===== src/rtl/calc_req_driver.sv =====
// Request engine for one calc1_top port: queues operations, serialises op1/op2, returns the response.
// Optional WAIT-state watchdog enabled by defining CALC_REQ_TIMEOUT_EN.
module calc_req_driver #(
  parameter int unsigned FIFO_DEPTH     = 4,
  parameter int unsigned TIMEOUT_CYCLES = 64
) (
  input  logic                          c_clk,
  input  logic                          reset,
  input  logic                          in_valid,
  output logic                          in_ready,
  input  logic [3:0]                    in_cmd,
  input  logic [31:0]                   in_op1,
  input  logic [31:0]                   in_op2,
  output logic [3:0]                    req_cmd_out,
  output logic [31:0]                   req_data_out,
  input  logic [1:0]                    out_resp,
  input  logic [31:0]                   out_data,
  output logic                          rsp_valid,
  input  logic                          rsp_ready,
  output logic [3:0]                    rsp_cmd,
  output logic [1:0]                    rsp_resp,
  output logic [31:0]                   rsp_data,
  output logic                          busy,
  output logic [$clog2(FIFO_DEPTH):0]   fifo_count
);

  localparam int unsigned AW = $clog2(FIFO_DEPTH);
  localparam int unsigned CW = AW + 1;

  typedef struct packed {
    logic [3:0]  cmd;
    logic [31:0] op1;
    logic [31:0] op2;
  } op_t;

  typedef enum logic [2:0] {S_IDLE, S_OP1, S_OP2, S_WAIT, S_HOLD} state_t;

  op_t           mem [FIFO_DEPTH];
  op_t           head;
  op_t           cur;
  logic [AW-1:0] wr_ptr;
  logic [AW-1:0] rd_ptr;
  logic [CW-1:0] count_d;
  logic          push;
  logic          pop;
  logic          timeout;
  state_t        state;
  state_t        state_d;

  logic [3:0]    req_cmd_d;
  logic [31:0]   req_data_d;
  logic          rsp_valid_d;
  logic [3:0]    rsp_cmd_d;
  logic [1:0]    rsp_resp_d;
  logic [31:0]   rsp_data_d;

  assign push = in_valid && in_ready;
  assign pop  = (state == S_IDLE) && (fifo_count != '0);
  assign head = mem[rd_ptr];

  always_comb begin
    count_d = fifo_count;
    unique case ({push, pop})
      2'b10:   count_d = fifo_count + CW'(1);
      2'b01:   count_d = fifo_count - CW'(1);
      default: count_d = fifo_count;
    endcase
  end

  // Queue storage carries no reset; validity is tracked by the pointers.
  always_ff @(posedge c_clk) begin
    if (push) mem[wr_ptr] <= '{cmd: in_cmd, op1: in_op1, op2: in_op2};
  end

  always_ff @(posedge c_clk or negedge reset) begin
    if (!reset) begin
      wr_ptr <= '0;
      rd_ptr <= '0;
      cur    <= '0;
    end else begin
      if (push) wr_ptr <= wr_ptr + AW'(1);
      if (pop) begin
        rd_ptr <= rd_ptr + AW'(1);
        cur    <= head;
      end
    end
  end

`ifdef CALC_REQ_TIMEOUT_EN
  localparam int unsigned TW = $clog2(TIMEOUT_CYCLES + 1);
  logic [TW-1:0] tmo_cnt;

  // Counts WAIT cycles; held at zero everywhere else so each WAIT entry starts fresh.
  always_ff @(posedge c_clk or negedge reset) begin
    if (!reset)               tmo_cnt <= '0;
    else if (state != S_WAIT) tmo_cnt <= '0;
    else                      tmo_cnt <= tmo_cnt + TW'(1);
  end

  assign timeout = (state == S_WAIT) && (tmo_cnt == TW'(TIMEOUT_CYCLES - 1));
`else
  assign timeout = 1'b0;
`endif

  always_ff @(posedge c_clk or negedge reset) begin
    if (!reset) state <= S_IDLE;
    else        state <= state_d;
  end

  always_comb begin
    state_d = state;
    unique case (state)
      S_IDLE:  if (pop) state_d = (head.cmd != 4'd0) ? S_OP1 : S_HOLD;
      S_OP1:   state_d = S_OP2;
      S_OP2:   state_d = S_WAIT;
      S_WAIT:  if ((out_resp != 2'd0) || timeout) state_d = S_HOLD;
      S_HOLD:  if (rsp_ready) state_d = S_IDLE;
      default: state_d = S_IDLE;
    endcase
  end

  // Next values of the registered outputs; a real response beats a same-cycle timeout.
  always_comb begin
    req_cmd_d   = 4'd0;
    req_data_d  = 32'd0;
    rsp_valid_d = rsp_valid;
    rsp_cmd_d   = rsp_cmd;
    rsp_resp_d  = rsp_resp;
    rsp_data_d  = rsp_data;
    unique case (state)
      S_IDLE: begin
        if (pop && (head.cmd == 4'd0)) begin
          rsp_valid_d = 1'b1;
          rsp_cmd_d   = 4'd0;
          rsp_resp_d  = 2'd0;
          rsp_data_d  = 32'd0;
        end
      end
      S_OP1: begin
        req_cmd_d  = cur.cmd;
        req_data_d = cur.op1;
      end
      S_OP2: req_data_d = cur.op2;
      S_WAIT: begin
        if (out_resp != 2'd0) begin
          rsp_valid_d = 1'b1;
          rsp_cmd_d   = cur.cmd;
          rsp_resp_d  = out_resp;
          rsp_data_d  = out_data;
        end else if (timeout) begin
          rsp_valid_d = 1'b1;
          rsp_cmd_d   = cur.cmd;
          rsp_resp_d  = 2'b11;
          rsp_data_d  = 32'hDEAD_BEEF;
        end
      end
      S_HOLD:  if (rsp_ready) rsp_valid_d = 1'b0;
      default: ;
    endcase
  end

  always_ff @(posedge c_clk or negedge reset) begin
    if (!reset) begin
      req_cmd_out  <= '0;
      req_data_out <= '0;
      rsp_valid    <= 1'b0;
      rsp_cmd      <= '0;
      rsp_resp     <= '0;
      rsp_data     <= '0;
      busy         <= 1'b0;
      fifo_count   <= '0;
      in_ready     <= 1'b1;
    end else begin
      req_cmd_out  <= req_cmd_d;
      req_data_out <= req_data_d;
      rsp_valid    <= rsp_valid_d;
      rsp_cmd      <= rsp_cmd_d;
      rsp_resp     <= rsp_resp_d;
      rsp_data     <= rsp_data_d;
      busy         <= (state_d != S_IDLE);
      fifo_count   <= count_d;
      in_ready     <= (count_d != CW'(FIFO_DEPTH));
    end
  end

endmodule


===== config.mk =====
export PLATFORM = sky130hd
export DESIGN_NAME = calc_req_driver
export DESIGN_NICKNAME = d
export VERILOG_FILES = /design/src/rtl/calc_req_driver.sv
export SDC_FILE = /design/constraint.sdc
export NUM_CORES = 1
export LEC_CHECK = 0
export ABC_CLOCK_PERIOD_IN_PS = 3000
export BUFFER_PORTS_ARGS = -buffer_cell sky130_fd_sc_hd__buf_2
export CORE_MARGIN = 10
export CORE_UTILIZATION = 45
export CTS_CLUSTER_DIAMETER = 100
export CTS_CLUSTER_SIZE = 12
export DETAILED_ROUTE_END_ITERATION = 12
export PLACE_DENSITY_LB_ADDON = 0.15
export SKIP_CTS_REPAIR_TIMING = 1
export SYNTH_ARGS = -nofsm -noshare
export SYNTH_HDL_FRONTEND = slang
export SYNTH_SLANG_ARGS = --single-unit

===== constraint.sdc =====
create_clock -name c_clk -period 3 [get_ports c_clk]
set_input_delay 0.45 -clock c_clk [delete_from_list [all_inputs] [get_ports c_clk]]
set_output_delay 0.45 -clock c_clk [all_outputs]
set_load 0.02 [all_outputs]

==> key figures <==
STA
  – Total negative slack: 0 ns
  – Final worst setup slack: 0.686 ns
  – Worst rel slew slack: 0.462
  – Worst Clk Skew: 0.0198 ns
  – Final period util: 0.771
  – Fin Hold WS: 0.107 ns
  – Fmax achieved: 0.432 GHz
  – Final hold violations: 0
  – RSZ-0062 raised after global routing: no
  – Max-slew violations: 0
  – Post-layout min period: 2.31 ns
  – Slew @ Worst Pin: 0.807 ns
  – Setup-failing EPs final: 0

Global routing
  – Largest net degree at the start of global routing: 70
  – Global-route wire length before repair: 54200 um
  – Vias in the first global route: 9158
  – Antenna violations before repair: 7
  – Grt total ovfl: 0
  – All-layer global routing usage: 0.161

Run
  – Max-Cap Viols: 0

Detailed routing
  – DRC viols: 0
  – Vias per Instance: 5.15
  – Initial drt markers: 486
  – Post-route ant nets: 0
  – Iteration count of the initial detailed-routing pass: 5
  – DR vias: 8479
  – Wire per inst: 21.1 um
  – Post-Route WL: 34700 um

Critical path
  – CP cell instances: nor3_1 -> nand3_1 -> fa_1 -> a211o_1 -> a21o_1 -> and2_1
  – Setup CP Type: reg -> reg
  – Largest fanout on the critical path: 6
  – Arrival time at the worst endpoint: 2.76 ns
  – Max stage delay on crit path: 0.48 ns
  – CP Capture Type: flop
  – Buffer and inverter count on the worst path: 0
  – CP startpoint kind: flop
  – Worst path slowest cell: nor3_1
  – Critical path required time: 3.44 ns
  – Top Family by Delay on Critical Path: simple AND/OR/NAND/NOR gates

Clocking
  – CTS H-tree depth: 2
  – Clk slew on worst S/H paths: 0.07 ns
  – Root buf cell: clkbuf_16
  – Clk_lat worst skew: 0.56 ns
  – CTS tree: built
  – Num CTS Buffers: 41
  – Clock tree buffer depth: 3
  – Number of clock sinks: 427

Placed design
  – DP Wirelength: 22300 um
  – Setup Slack @ Placement: 0.731 ns
  – Port Buffers: 185
  – Cell count after placement: 1571
  – Routability cong.: 0.764

Floorplan
  – Die Height: 207 um
  – Core area: 34500 sq um
  – Die area: 42900 sq um
  – IO Pins: 186
  – Num rows: 68
  – Initial Utilization: 0.456
  – Die X: 207 um

Cells and area
  – Ant diodes: 0
  – Fill cells: 2905
  – Area delta synth->final: 17.8%
  – Multi-input gate area: 3500 sq um
  – Nets: 1271
  – Final core occ: 0.537
  – Fraction of layout cells with a size suffix above 1: 0.281
  – FF/Latch Area: 12100 sq um
  – Finished Layout Cells: 1646

Logic synthesis
  – Mapped cell area: 15800 sq um
  – Syn Nets: 1068
  – Syn Area/Cell: 16.5 sq um
  – Syn Inst Count: 957
  – Netlist cell types: 34
  – Register area share after synthesis: 0.765
  – Seq cells post-synth: 427
  – YS warnings: 0

Pwr
  – PwrDens: 1040 nW/um^2
  – Worst VDD drop: 0.555 mV
  – P_leak: 0.00747 uW

Outcome
  – Status: complete, no violations

Min path
  – Worst Hold Class: in -> reg
[worst reg2reg max path, stage by stage (launching register included)]
cell and delay (ns):
dfrtp_1 0.45, nor3_1 0.48, nand3_1 0.25, fa_1 0.44, a211o_1 0.26, a21o_1 0.17
and2_1 0.15
[kinds of logic (layout without fill, tap and decap cells)]
| kind of cell | after synthesis | in the layout | synth area share |
|---|---|---|---|
| buf+inv | 54 | 288 | 0.0156 |
| flops | 427 | 427 | 0.765 |
| compound gates | 80 | 80 | 0.0340 |
| simple gates | 318 | 318 | 0.0811 |
| mux | 69 | 69 | 0.0979 |
| xor+xnor | 4 | 4 | 0.00222 |
| fa+ha+maj | 5 | 5 | 0.00445 |
[layer usage]
| metal | GRT usage | up-vias | wire (um) |
|---|---|---|---|
| li1 | - | 3911 | - |
| met1 | 0.201 | 4266 | 14600 |
| met2 | 0.275 | 242 | 17500 |
| met3 | 0.0394 | 52 | 1920 |
| met4 | 0.0394 | 8 | 607 |
| met5 | 0 | - | 51 |
[final timing paths]
check	start	end	slack, ns	cells after the start
max in group asynchronous	reset	rsp_data[26]	1.81	3
worst min register to register	cur[54]	cur[54]	0.48	2
worst min-delay path	in_op2[28]	mem[2][28]	0.11	1
min in group asynchronous	reset	busy	0.44	2
worst max register to register	state[0]	fifo_count[2]	0.69	6
worst max-delay path	state[0]	fifo_count[2]	0.69	6
[through the flow]
| stage | instance area [sq um] | total power [uW] |
|---|---|---|
| final | 18500 | 19200 |
| after global routing | 18500 | 20400 |
| after CTS | 18500 | 19600 |
| after detailed placement | 17300 | 14800 |
| after global placement | 17300 | 14700 |
| after floorplan | 15800 | 12700 |
[layout make-up]
cell class                      instances  area share
Sequential cell                       427       0.650
Multi-Input combinational cell        476       0.189
Timing Repair Buffer                  209      0.0648
Clock buffer                           71      0.0625
Tap cell                              455      0.0307
Clock inverter                          3     0.00229
Inverter                                5     0.00101
[power by group]
group          leakage, uW  internal (uW)  switching (uW)  total [uW]
Combinational      0.00245           2310            3460        5770
Sequential         0.00444           7960             757        8720
Clock             0.000573           2640            2090        4730
Total              0.00747          12900            6310       19200
[registers in the layout, indices dropped and copies added (netlist names)]
register      count
mem             272
cur              68
req_data_out     32
rsp_data         32
req_cmd_out       4
rsp_cmd           4
fifo_count        3
state             3
rd_ptr            2
rsp_resp          2
wr_ptr            2
busy              1
in_ready          1
rsp_valid         1
[synth_stat cells]
cell      number  area share
buf_2         10      0.0032
nand2_1      285       0.068
and2_1         8      0.0032
a22o_1        32       0.018
ha_1           4      0.0032
buf_4          4      0.0019
o21ai_0        4      0.0013
nor3_1         2     0.00064
mux4_2        68       0.097
inv_1          5      0.0012
nor2_1         4     0.00095
mux2i_1        1     0.00064
edfxtp_1     272        0.52
nor3b_2        1     0.00079
dfrtp_1      154        0.24
or3_1          2     0.00079
clkbuf_1      30      0.0071
nand2b_1       3      0.0012
o211ai_1       2     0.00095
xnor2_1        4      0.0022
and4_1         1     0.00056
nand3_1        3     0.00095
nor4_2         1     0.00079
buf_1          3     0.00071
or2_2          1     0.00040
dfstp_2        1      0.0017
a21o_1         1     0.00048
buf_6          2      0.0014
and3_1         4      0.0016
a21oi_1       39       0.012
nand4_1        1     0.00040
a211o_1        2      0.0011
nand3b_1       2     0.00095
fa_1           1      0.0013
[layout by cell type, fill, tap and decap left out, types with 2 or more instances in the layout]
| master | n |
|---|---|
| nor3_1 | 2 |
| buf_2 | 184 |
| a21oi_1 | 39 |
| inv_1 | 5 |
| nand3b_1 | 2 |
| nand3_1 | 3 |
| nand2_1 | 284 |
| and3_4 | 4 |
| o211ai_1 | 2 |
| nor2_2 | 2 |
| a211o_1 | 2 |
| nand2b_1 | 3 |
| xnor2_1 | 4 |
| buf_4 | 16 |
| edfxtp_1 | 272 |
| mux4_2 | 68 |
| dfrtp_4 | 2 |
| clkbuf_1 | 29 |
| dfrtp_1 | 152 |
| clkbuf_16 | 42 |
| buf_12 | 7 |
| ha_1 | 4 |
| a22o_1 | 32 |
| or3_1 | 2 |
| and2_1 | 8 |
| o21ai_0 | 4 |
Note: power is estimated with default switching activity, not from simulation.
